`src/rtl/tri_port_arbiter_if.sv`:
```
// Request/acknowledge bundle for the three client ports (L, M, R) of tri_port_arbiter.
// The master side issues requests; the slave side (the arbiter) returns acks and read data.
interface tri_port_arbiter_if #(
  parameter int no_addr_lines = 4,
  parameter int wordsize      = 8
);
  logic                     L_req;
  logic                     L_wr;
  logic [no_addr_lines-1:0] L_addr;
  logic [wordsize-1:0]      L_wdata;
  logic                     L_ack;
  logic [wordsize-1:0]      L_rdata;

  logic                     M_req;
  logic                     M_wr;
  logic [no_addr_lines-1:0] M_addr;
  logic [wordsize-1:0]      M_wdata;
  logic                     M_ack;
  logic [wordsize-1:0]      M_rdata;

  logic                     R_req;
  logic                     R_wr;
  logic [no_addr_lines-1:0] R_addr;
  logic [wordsize-1:0]      R_wdata;
  logic                     R_ack;
  logic [wordsize-1:0]      R_rdata;

  modport master (
    output L_req, L_wr, L_addr, L_wdata, input L_ack, L_rdata,
    output M_req, M_wr, M_addr, M_wdata, input M_ack, M_rdata,
    output R_req, R_wr, R_addr, R_wdata, input R_ack, R_rdata
  );

  modport slave (
    input L_req, L_wr, L_addr, L_wdata, output L_ack, L_rdata,
    input M_req, M_wr, M_addr, M_wdata, output M_ack, M_rdata,
    input R_req, R_wr, R_addr, R_wdata, output R_ack, R_rdata
  );
endinterface

```
`src/rtl/tri_port_arbiter.sv`:
```
// Three-port arbiter in front of a tri-ported RAM cell matrix; rotating priority on address conflicts.
// Optional macro TRI_PORT_ARB_CONFLICT_CNT_EN adds a saturating conflict_count output.
module tri_port_arbiter #(
  parameter int N             = 16,
  parameter int no_addr_lines = 4,
  parameter int wordsize      = 8
) (
  input  logic                     clk,
  input  logic                     rst_n,
  tri_port_arbiter_if.slave        bus,
  output logic [no_addr_lines-1:0] L_address,
  output logic [no_addr_lines-1:0] M_address,
  output logic [no_addr_lines-1:0] R_address,
  output logic                     Left_Write,
  output logic                     Middle_Write,
  output logic                     Right_Write,
  output logic [wordsize-1:0]      L_Data_Bit_Line,
  output logic [wordsize-1:0]      M_Data_Bit_Line,
  output logic [wordsize-1:0]      R_Data_Bit_Line,
  input  logic [wordsize-1:0]      L_Data_Bit_Line_read,
  input  logic [wordsize-1:0]      M_Data_Bit_Line_read,
  input  logic [wordsize-1:0]      R_Data_Bit_Line_read
`ifdef TRI_PORT_ARB_CONFLICT_CNT_EN
  ,
  output logic [15:0]              conflict_count
`endif
);

  if (N != (1 << no_addr_lines)) begin : g_bad_size
    $error("tri_port_arbiter: N must equal 2**no_addr_lines");
  end

  // Port index 0 = L, 1 = M, 2 = R throughout.
  function automatic logic [1:0] rot(input logic [1:0] base, input logic [1:0] step);
    logic [2:0] sum;
    sum = {1'b0, base} + {1'b0, step};
    return (sum >= 3'd3) ? 2'(sum - 3'd3) : sum[1:0];
  endfunction

  function automatic logic clash(input logic wr_a, input logic wr_b,
                                 input logic [no_addr_lines-1:0] addr_a,
                                 input logic [no_addr_lines-1:0] addr_b);
    return (addr_a == addr_b) && (wr_a || wr_b);
  endfunction

  logic [2:0]               req_s;
  logic [2:0]               wr_s;
  logic [no_addr_lines-1:0] addr_s [3];
  logic [wordsize-1:0]      wdata_s [3];
  logic [wordsize-1:0]      rd_line_s [3];
  logic [1:0]               ord_s [3];
  logic [2:0]               elig_s;
  logic [2:0]               grant_s;
  logic [2:0]               lose_s;
  logic                     blk_s;
  logic                     conflict_s;
  logic [1:0]               ptr_nxt_s;

  logic [1:0]               ptr_r;
  logic [2:0]               in_flight_r;
  logic [2:0]               ack_r;
  logic [2:0]               we_r;
  logic [no_addr_lines-1:0] address_r [3];
  logic [wordsize-1:0]      line_r [3];
  logic [wordsize-1:0]      rdata_r [3];

  // Gather the per-port interface signals into indexable arrays.
  always_comb begin
    req_s        = {bus.R_req, bus.M_req, bus.L_req};
    wr_s         = {bus.R_wr, bus.M_wr, bus.L_wr};
    addr_s[0]    = bus.L_addr;
    addr_s[1]    = bus.M_addr;
    addr_s[2]    = bus.R_addr;
    wdata_s[0]   = bus.L_wdata;
    wdata_s[1]   = bus.M_wdata;
    wdata_s[2]   = bus.R_wdata;
    rd_line_s[0] = L_Data_Bit_Line_read;
    rd_line_s[1] = M_Data_Bit_Line_read;
    rd_line_s[2] = R_Data_Bit_Line_read;
  end

  // Priority order starting at the pointer.
  always_comb begin
    for (int k = 0; k < 3; k++) begin
      ord_s[k] = rot(ptr_r, 2'(k));
    end
  end

  // Grant in priority order; a port loses only to a higher-priority granted port it clashes with.
  always_comb begin
    elig_s  = req_s & ~in_flight_r;
    grant_s = 3'b000;
    lose_s  = 3'b000;
    blk_s   = 1'b0;
    for (int k = 0; k < 3; k++) begin
      blk_s = 1'b0;
      for (int j = 0; j < k; j++) begin
        blk_s = blk_s | (grant_s[ord_s[j]] &
                clash(wr_s[ord_s[j]], wr_s[ord_s[k]], addr_s[ord_s[j]], addr_s[ord_s[k]]));
      end
      grant_s[ord_s[k]] = elig_s[ord_s[k]] & ~blk_s;
      lose_s[ord_s[k]]  = elig_s[ord_s[k]] & blk_s;
    end
  end

  // Any loser means a conflict; the highest-priority loser becomes the next pointer.
  always_comb begin
    conflict_s = |lose_s;
    ptr_nxt_s  = ptr_r;
    for (int k = 2; k >= 0; k--) begin
      ptr_nxt_s = lose_s[ord_s[k]] ? ord_s[k] : ptr_nxt_s;
    end
  end

  // Per-port transaction pipeline: grant edge drives the matrix, next edge captures data and acks.
  always_ff @(posedge clk or negedge rst_n) begin
    if (!rst_n) begin
      ptr_r       <= 2'd0;
      in_flight_r <= 3'b000;
      ack_r       <= 3'b000;
      we_r        <= 3'b000;
      for (int i = 0; i < 3; i++) begin
        address_r[i] <= '0;
        line_r[i]    <= '0;
        rdata_r[i]   <= '0;
      end
    end else begin
      ptr_r <= ptr_nxt_s;
      for (int i = 0; i < 3; i++) begin
        in_flight_r[i] <= grant_s[i];
        ack_r[i]       <= in_flight_r[i];
        if (grant_s[i]) begin
          address_r[i] <= addr_s[i];
          we_r[i]      <= wr_s[i];
          line_r[i]    <= wdata_s[i];
        end else begin
          we_r[i] <= 1'b0;
        end
        // A write leaves the previous read data in place.
        if (in_flight_r[i] && !we_r[i]) begin
          rdata_r[i] <= rd_line_s[i];
        end else begin
          rdata_r[i] <= rdata_r[i];
        end
      end
    end
  end

`ifdef TRI_PORT_ARB_CONFLICT_CNT_EN
  logic [15:0] conflict_cnt_r;

  // Saturating count of edges on which some eligible port lost arbitration.
  always_ff @(posedge clk or negedge rst_n) begin
    if (!rst_n) begin
      conflict_cnt_r <= 16'h0000;
    end else if (conflict_s && (conflict_cnt_r != 16'hFFFF)) begin
      conflict_cnt_r <= conflict_cnt_r + 16'h0001;
    end else begin
      conflict_cnt_r <= conflict_cnt_r;
    end
  end

  assign conflict_count = conflict_cnt_r;
`else
  logic unused_conflict_s;
  assign unused_conflict_s = conflict_s;
`endif

  assign bus.L_ack     = ack_r[0];
  assign bus.M_ack     = ack_r[1];
  assign bus.R_ack     = ack_r[2];
  assign bus.L_rdata   = rdata_r[0];
  assign bus.M_rdata   = rdata_r[1];
  assign bus.R_rdata   = rdata_r[2];
  assign L_address       = address_r[0];
  assign M_address       = address_r[1];
  assign R_address       = address_r[2];
  assign Left_Write      = we_r[0];
  assign Middle_Write    = we_r[1];
  assign Right_Write     = we_r[2];
  assign L_Data_Bit_Line = line_r[0];
  assign M_Data_Bit_Line = line_r[1];
  assign R_Data_Bit_Line = line_r[2];

endmodule

```
`src/flat_wrapper.sv`:
```
// flat-port wrapper written by rule: the top's interface ports become plain ports
module tri_port_arbiter_flat 
#(
  parameter int N             = 16,
  parameter int no_addr_lines = 4,
  parameter int wordsize      = 8
)
  (clk, rst_n, L_address, M_address, R_address, Left_Write, Middle_Write, Right_Write, L_Data_Bit_Line, M_Data_Bit_Line, R_Data_Bit_Line, L_Data_Bit_Line_read, M_Data_Bit_Line_read, R_Data_Bit_Line_read, bus_L_req, bus_L_wr, bus_L_addr, bus_L_wdata, bus_L_ack, bus_L_rdata, bus_M_req, bus_M_wr, bus_M_addr, bus_M_wdata, bus_M_ack, bus_M_rdata, bus_R_req, bus_R_wr, bus_R_addr, bus_R_wdata, bus_R_ack, bus_R_rdata);
  tri_port_arbiter_if #(.no_addr_lines(no_addr_lines), .wordsize(wordsize)) bus_i ();
  input  logic clk;
  input  logic rst_n;
  output logic [no_addr_lines-1:0] L_address;
  output logic [no_addr_lines-1:0] M_address;
  output logic [no_addr_lines-1:0] R_address;
  output logic Left_Write;
  output logic Middle_Write;
  output logic Right_Write;
  output logic [wordsize-1:0] L_Data_Bit_Line;
  output logic [wordsize-1:0] M_Data_Bit_Line;
  output logic [wordsize-1:0] R_Data_Bit_Line;
  input  logic [wordsize-1:0] L_Data_Bit_Line_read;
  input  logic [wordsize-1:0] M_Data_Bit_Line_read;
  input  logic [wordsize-1:0] R_Data_Bit_Line_read;
  input wire logic [$bits(bus_i.L_req)-1:0] bus_L_req;
  input wire logic [$bits(bus_i.L_wr)-1:0] bus_L_wr;
  input wire logic [$bits(bus_i.L_addr)-1:0] bus_L_addr;
  input wire logic [$bits(bus_i.L_wdata)-1:0] bus_L_wdata;
  output wire logic [$bits(bus_i.L_ack)-1:0] bus_L_ack;
  output wire logic [$bits(bus_i.L_rdata)-1:0] bus_L_rdata;
  input wire logic [$bits(bus_i.M_req)-1:0] bus_M_req;
  input wire logic [$bits(bus_i.M_wr)-1:0] bus_M_wr;
  input wire logic [$bits(bus_i.M_addr)-1:0] bus_M_addr;
  input wire logic [$bits(bus_i.M_wdata)-1:0] bus_M_wdata;
  output wire logic [$bits(bus_i.M_ack)-1:0] bus_M_ack;
  output wire logic [$bits(bus_i.M_rdata)-1:0] bus_M_rdata;
  input wire logic [$bits(bus_i.R_req)-1:0] bus_R_req;
  input wire logic [$bits(bus_i.R_wr)-1:0] bus_R_wr;
  input wire logic [$bits(bus_i.R_addr)-1:0] bus_R_addr;
  input wire logic [$bits(bus_i.R_wdata)-1:0] bus_R_wdata;
  output wire logic [$bits(bus_i.R_ack)-1:0] bus_R_ack;
  output wire logic [$bits(bus_i.R_rdata)-1:0] bus_R_rdata;
  assign bus_i.L_req = bus_L_req;
  assign bus_i.L_wr = bus_L_wr;
  assign bus_i.L_addr = bus_L_addr;
  assign bus_i.L_wdata = bus_L_wdata;
  assign bus_L_ack = bus_i.L_ack;
  assign bus_L_rdata = bus_i.L_rdata;
  assign bus_i.M_req = bus_M_req;
  assign bus_i.M_wr = bus_M_wr;
  assign bus_i.M_addr = bus_M_addr;
  assign bus_i.M_wdata = bus_M_wdata;
  assign bus_M_ack = bus_i.M_ack;
  assign bus_M_rdata = bus_i.M_rdata;
  assign bus_i.R_req = bus_R_req;
  assign bus_i.R_wr = bus_R_wr;
  assign bus_i.R_addr = bus_R_addr;
  assign bus_i.R_wdata = bus_R_wdata;
  assign bus_R_ack = bus_i.R_ack;
  assign bus_R_rdata = bus_i.R_rdata;
  tri_port_arbiter #(.N(N), .no_addr_lines(no_addr_lines), .wordsize(wordsize)) u_core (.clk(clk), .rst_n(rst_n), .bus(bus_i), .L_address(L_address), .M_address(M_address), .R_address(R_address), .Left_Write(Left_Write), .Middle_Write(Middle_Write), .Right_Write(Right_Write), .L_Data_Bit_Line(L_Data_Bit_Line), .M_Data_Bit_Line(M_Data_Bit_Line), .R_Data_Bit_Line(R_Data_Bit_Line), .L_Data_Bit_Line_read(L_Data_Bit_Line_read), .M_Data_Bit_Line_read(M_Data_Bit_Line_read), .R_Data_Bit_Line_read(R_Data_Bit_Line_read));
endmodule
```
`config.mk`:
```
export PLATFORM = sky130hd
export DESIGN_NAME = tri_port_arbiter_flat
export DESIGN_NICKNAME = d
export VERILOG_FILES = /design/src/rtl/tri_port_arbiter_if.sv /design/src/rtl/tri_port_arbiter.sv /design/src/flat_wrapper.sv
export SDC_FILE = /design/constraint.sdc
export NUM_CORES = 1
export LEC_CHECK = 0
export CORE_MARGIN = 2
export CORE_UTILIZATION = 42
export CTS_CLUSTER_SIZE = 16
export DETAILED_ROUTE_END_ITERATION = 16
export GPL_TIMING_DRIVEN = 0
export PLACE_DENSITY_LB_ADDON = 0.3
export SLEW_MARGIN = 5
export SYNTH_ARGS = -nofsm -noshare
export SYNTH_HDL_FRONTEND = slang
export SYNTH_SLANG_ARGS = --single-unit
```
`constraint.sdc`:
```
create_clock -name clk -period 3 [get_ports clk]
set_input_delay 0.6 -clock clk [delete_from_list [all_inputs] [get_ports clk]]
set_output_delay 0.6 -clock clk [all_outputs]
set_load 0.02 [all_outputs]
```
# Yosys cells after proc, flatten, opt, wreduce, memory -nomap -nowiden
# Cells that the tools add are included.
[word_totals]
ff_bits = 71
in_bits = 68
out_inout_bits = 66
wordCells = 117
[classes]
addsub = 5
n_lt_le_gt_ge = 12
n_eq_ne = 3
mux = 51
bitwise_logic = 17
n_reduce_logical = 16
[ops]
columns = ["operator", "count"]
rows = [
  ["1-bit binary-select mux with 2-bit select", 12],
  ["4-bit binary-select mux with 2-bit select", 3],
  ["4-bit two-way mux", 6],
  ["1-bit two-way mux", 18],
  ["4-bit == test", 3],
  ["2-bit two-way mux", 6],
  ["3-bit bitwise AND", 3],
  ["3-bit bitwise mux", 3],
  ["3-bit >= comparator, second input constant", 3],
  ["1-bit logical AND", 9],
  ["2-bit by 3-bit < comparator with 1-bit output, second input constant", 3],
  ["2-bit inverter with 3-bit output", 3],
  ["1-bit bitwise AND", 7],
  ["1-bit demux with 2-bit select", 3],
  ["2-bit by 1-bit >= comparator with 1-bit output, second input constant", 3],
  ["3-bit by 2-bit >= comparator with 1-bit output, second input constant", 2],
  ["2-bit subtractor, second input constant", 3],
  ["2-bit by 1-bit adder with 3-bit output, second input constant", 1],
  ["2-bit by 2-bit adder with 3-bit output, second input constant", 1],
  ["1-bit logical NOT", 3],
  ["1-bit logical OR", 3],
  ["3-bit inverter", 1],
  ["3-bit nonzero test", 1],
  ["2-bit >= comparator, second input constant", 1],
  ["other kinds (2)", 3],
]

# Depth between registers and ports, before layout
[depth]
ltp_word = 24
ltp_mapped = 14
ltp_nobuf = 10

# Worst setup path before layout
# No wires, ideal clock.
[synth_path]
path_type = "input-to-reg"
from = "input port bus_M_addr[2]"
to = "register u_core.line_r (netlist bit u_core.M_Data_Bit_Line[1])"
setup_time_ns = 0.125
arrival_ns = 2.712
required_time_ns = 2.875
path_slack_ns = 0.163
path_stages = 10
n_path_buf = 2
path_cell_list = "clkbuf_1 -> mux2i_1 -> o22ai_1 -> xnor2_1 -> o21ai_1 -> or4_4 -> o221ai_4 -> o2bb2ai_2 -> buf_6 -> mux2_4"
[synth_via]
elab_chain_len = 16
word_cells_on_any_way = 29
cone_classes = "eq/ne: 3; mux: 15; bitwise: 8; reduce/logical: 3"
[synth_lines]
columns = ["item", "line", "text"]
rows = [
  ["start, declared", "flat_wrapper.sv:32", "input wire logic [$bits(bus_i.M_addr)-1:0] bus_M_addr;"],
  ["4-bit binary-select mux with 2-bit select", "tri_port_arbiter.sv:99", "clash(wr_s[ord_s[j]], wr_s[ord_s[k]], addr_s[ord_s[j]], addr_s[ord_s[k]]));"],
  ["4-bit two-way mux (not written as such) (2 in a row)", "tri_port_arbiter.sv:99", ""],
  ["4-bit == test", "tri_port_arbiter.sv:43", "return (addr_a == addr_b) && (wr_a || wr_b);"],
  ["1-bit logical AND", "tri_port_arbiter.sv:43", ""],
  ["1-bit bitwise AND", "tri_port_arbiter.sv:98", "blk_s = blk_s | (grant_s[ord_s[j]] &"],
  ["1-bit inverter", "tri_port_arbiter.sv:101", "grant_s[ord_s[k]] = elig_s[ord_s[k]] & ~blk_s;"],
  ["1-bit bitwise AND", "tri_port_arbiter.sv:101", ""],
  ["3-bit bitwise mux", "tri_port_arbiter.sv:101", ""],
  ["1-bit binary-select mux with 2-bit select", "tri_port_arbiter.sv:98", ""],
  ["1-bit two-way mux (not written as such)", "tri_port_arbiter.sv:98", ""],
  ["1-bit bitwise AND", "tri_port_arbiter.sv:98", ""],
  ["1-bit bitwise OR", "tri_port_arbiter.sv:98", ""],
  ["1-bit inverter", "tri_port_arbiter.sv:101", ""],
  ["1-bit bitwise AND", "tri_port_arbiter.sv:101", ""],
  ["3-bit bitwise mux *", "tri_port_arbiter.sv:101", ""],
  ["via u_core.grant_s[1]", "tri_port_arbiter.sv:53", "logic [2:0] grant_s;"],
  ["end signal, assigned by index", "tri_port_arbiter.sv:135", "line_r[i] <= wdata_s[i];"],
  ["end, declared", "tri_port_arbiter.sv:64", "logic [wordsize-1:0] line_r [3];"],
]
# The timed path passes the listed nets; every way through them passes the cells marked *. The select of a mux whose other input is x is not followed.
# A chain may end at the register's enable or synchronous reset.

# Final worst setup path
[layout_path]
from = "register u_core.ptr_r[1]"
to = "register u_core.line_r (netlist bit u_core.R_Data_Bit_Line[3])"
[layout_via]
elab_chain_len = 20
word_cells_on_any_way = 76
cone_classes = "add/sub: 5; order compare: 9; eq/ne: 3; mux: 38; bitwise: 12; reduce/logical: 9"
[layout_lines]
columns = ["item", "line", "text"]
rows = [
  ["start, declared", "tri_port_arbiter.sv:59", "logic [1:0] ptr_r;"],
  ["start signal, assigned", "tri_port_arbiter.sv:128", "ptr_r <= ptr_nxt_s;"],
  ["2-bit subtractor, or another cell as far along", "tri_port_arbiter.sv:37", "return (sum >= 3'd3) ? 2'(sum - 3'd3) : sum[1:0];"],
  ["2-bit two-way mux, or another cell as far along", "tri_port_arbiter.sv:37", ""],
  ["2-bit by 3-bit < comparator with 1-bit output (not written as such), or another cell as far along", "tri_port_arbiter.sv:101", ""],
  ["1-bit logical AND (not written as such) / 2-bit inverter with 3-bit output (equally long branches)", "tri_port_arbiter.sv:101, tri_port_arbiter.sv:99", ""],
  ["1-bit two-way mux (not written as such) / 4-bit binary-select mux with 2-bit select (equally long branches)", "tri_port_arbiter.sv:101, tri_port_arbiter.sv:99", ""],
  ["1-bit demux with 2-bit select / 4-bit two-way mux (equally long branches)", "n/a", ""],
  ["3-bit bitwise AND (no source line) / 4-bit two-way mux (equally long branches)", "n/a", ""],
  ["1-bit binary-select mux with 2-bit select / 4-bit == test (equally long branches)", "tri_port_arbiter.sv:98, tri_port_arbiter.sv:43", ""],
  ["(+4 left out)", "n/a", ""],
  ["3-bit bitwise mux", "tri_port_arbiter.sv:101", ""],
  ["1-bit binary-select mux with 2-bit select", "tri_port_arbiter.sv:98", ""],
  ["1-bit two-way mux (not written as such)", "tri_port_arbiter.sv:98", ""],
  ["1-bit bitwise AND", "tri_port_arbiter.sv:98", ""],
  ["1-bit bitwise OR", "tri_port_arbiter.sv:98", ""],
  ["1-bit inverter", "tri_port_arbiter.sv:101", ""],
  ["1-bit bitwise AND", "tri_port_arbiter.sv:101", ""],
  ["3-bit bitwise mux *", "tri_port_arbiter.sv:101", ""],
]
# Every way passes the cells marked *; elsewhere a longest branch is shown, timed or not. The select of a mux whose other input is x is not followed.

==> flow_summary.yaml <==
placed_design:
  dp_hpwl_mm: 8.415
  post-place-ws_ns: -0.6348
  port_buffers: 129
  routabilityCongestion: 0.9496
  numPlacedInstances: 636
  placed_cell_area_um2: 5589
floorplanning:
  dieHeight_um: 102.9
  initial_core_util_pct: 42.60
  core-area_um2: 9639
  dieArea_um2: 10580
  die_x_um: 102.9
  rows: 36
  ios: 134
timing:
  setup_violations: 23
  setup_ws_ns: -0.07345
  drv_slew: 0
  relSlewSlack_pct: 49.99
  min_period_ns: 3.073
  final.period_utilization_pct: 102.4
  max_clock_freq_ghz: 0.3254
  rsz0062_at_grt: "true"
  final-hold-violation-count: 0
  finClkSkew_ns: 0.01302
  tightest_slew_ns: 0.7474
drt:
  drt-total-wl_mm: 12.18
  postRouteAntennaNets: 0
  drtIter0Drc: 158
  drt-pass1-iter-count: 4
  detail_route.vias_per_cell: 5.481
  drc: 0
  dr_total_vias: 3705
  wire_per_inst_um: 18.01
yosys:
  yosysSeqAreaShare_pct: 43.27
  ys_async_sr_fraction_pct: 100.0
  synth_top_area_share_pct: 43.27
  yosys_warnings: 0
  synthFlopType: "dfrtp_1"
  synth_cells: 373
  synth_cell_types: 58
  synth_area_leader_cell: "dfrtp_1"
  ys_seq_elements: 71
  synth_area_um2: 4106
  avgSynthCellArea_um2: 11.01
  synth_edf_count: 0
  synth.area.top_cells: "dfrtp_1, mux2_2, mux2i_1"
  synth.net_count: 444
clock_tree:
  htree_levels: 3
  cts_tree: "done"
  cts_buffer_depth: 2
  ctsHoldBuffers: 0
  cts_root_buf: "clkbuf_8"
  clock_latency_ns: 0.35
  clock-sinks: 71
  cts_made_buffers: 9
  path_clk_slew_ns: 0.09
critical_path:
  path_max_fanout: 10
  cp-end-kind: "register"
  r2r-start: "u_core.ptr_r[1]"
  ff2ff_setup_slack_ns: -0.07
  r2r-end: "u_core.R_Data_Bit_Line[3]"
  critPathKind: "register to register"
  reg2regPathDepth: 12
  cp.arrival_ns: 3.30
  worstPathRequired_ns: 3.23
  worstSetupStartpointType: "register"
layout:
  fin_nets: 609
  finalNonFillerCells: 676
  antenna_cells: 0
  fin_area_um2: 6337
  layout-drive-gt1-share_pct: 27.44
  area_delta_synth_final_pct: 54.33
global_route:
  grt.total_usage_pct: 22.52
  grt_pass1_wl_mm: 18.34
  antenna_found_initial: 0
  grt_max_degree: 51
  grt-ovfl-total: 0
  grt_pass1_vias: 3627
hold_path:
  hold_path_class: "input port to asynchronous set/reset pin"
power:
  p_leak_uw: 0.002777
  p_per_area_nw_per_um2: 1242
  vdd_drop_max_mv: 0.8219
outcome:
  outcome: "finished with violations"
  violations: "setup timing"
run:
  drv_cap: 0
[through the flow]
step                power (uW)  setup TNS, ns  util (%)  hold WS [ns]
detailed placement        6148         -21.39     57.98        0.3597
floorplan                 4568              0         -        0.3044
CTS                       7622        -0.2194     64.12        0.1377
global placement          6046         -93.39     57.72        0.3626
finish                    7871        -0.9192     65.75        0.1328
global route              8306         -4.092     65.75        0.1402
[worst max-delay path: stages (launching register included)]
cell	delay (ns)
dfrtp_1	0.41
buf_6	0.13
ha_4	0.18
buf_8	0.14
nand2b_4	0.14
a222oi_1	0.35
o22ai_1	0.16
o22ai_2	0.25
o2111ai_4	0.22
o22ai_4	0.28
o2bb2ai_4	0.12
bufbuf_16	0.28
mux2_4	0.28
[cell type report]
class	count	area [um2]
Fill cell	787	3302
Multi-Input combinational cell	263	2341
Sequential cell	71	1778
Timing Repair Buffer	156	1595
Buffer	24	200.2
Tap cell	133	166.4
Clock buffer	10	127.6
Clock inverter	6	71.32
Inverter	13	57.56
[cells in the mapped netlist (2+ instances only)]
master     instances
a211oi_1           2
nand2_1           33
mux2_2            33
a211o_1           12
buf_4              3
nor3b_1            2
xnor2_1           10
a31oi_1            2
clkbuf_1          12
a311oi_1           2
dfrtp_1           71
o21ai_0           10
a21oi_1           11
nand3_1            5
mux2i_1           28
and2_1             2
inv_1             11
xor2_1             3
o2bb2ai_1          4
nor2_1            10
inv_2              2
ha_1               3
and2b_1            2
and3_1            12
a222oi_1           3
nor2b_1            6
buf_6              4
o22ai_1           13
nand2b_1          10
mux2_4            16
nand4_1            3
o2bb2ai_2          2
buf_2              6
[worst max path at each step]
stage,start,endpoint
finish,u_core.ptr_r[1],u_core.R_Data_Bit_Line[3]
global route,u_core.ptr_r[1],u_core.R_Data_Bit_Line[6]
CTS,u_core.ptr_r[1],u_core.R_address[2]
detailed placement,bus_L_addr[0],u_core.M_Data_Bit_Line[3]
global placement,rst_n,u_core.M_address[1]
floorplan,bus_M_addr[2],u_core.M_Data_Bit_Line[1]
[where the power goes]
part,internal [uW],switching (uW)
registers,1440,267
clock network,389,383
logic,2840,2550
total,4670,3200
[registers in the layout (all words and copies together) (netlist names)]
signal / cells
u_core.L_address: 4
u_core.bus.M_rdata: 8
u_core.in_flight_r: 3
u_core.we_r: 3
u_core.M_Data_Bit_Line: 8
u_core.R_Data_Bit_Line: 8
u_core.bus.L_rdata: 8
u_core.ack_r: 3
u_core.L_Data_Bit_Line: 8
u_core.M_address: 4
u_core.R_address: 4
u_core.bus.R_rdata: 8
u_core.ptr_r: 2
[repair_timing]
item                                   4_1_cts  5_1_grt
setup endpoints to repair                   42       42
endpoints found under the hold margin        0        0
gates resized for setup                     58       22
pin swaps                                   10        9
setup buffers                               13       10
gates cloned                                 2        1
[kinds of logic (layout without fill, tap and decap cells)]
group / count (synthesis) / count (layout) / share of synthesized area [%]
and+or+nand+nor: 92 / 92 / 11.67
AOI/OAI and AO/OA: 78 / 78 / 14.50
muxes: 77 / 77 / 21.72
DFF: 71 / 71 / 43.27
buffers and inverters: 39 / 209 / 5.149
xor gates and xnor gates: 13 / 13 / 2.773
adders and majority gates: 3 / 3 / 0.9142
[per-layer routing]
metal  GRT usage, %  wire (um)
met1          30.14       5158
met2          36.51       5955
met3          4.407        811
met4          8.097        250
met5              0          0
[cells in the final DEF, fill, tap and decap left out, drive strengths merged, types with 6 or more instances in the layout]
cell and count:
nor2b 6, o22ai 13, a211o 12, o2bb2ai 6, dfrtp 71, clkdlybuf4s50 121, nand2b 10, nand2 33
xnor2 10, inv 12, a21oi 11, o21ai 12, mux2i 28, dlygate4sd2 6, and3 12, mux2 49
clkbuf 22, buf 39, nor2 11
Note: power is estimated with default switching activity, not from simulation.
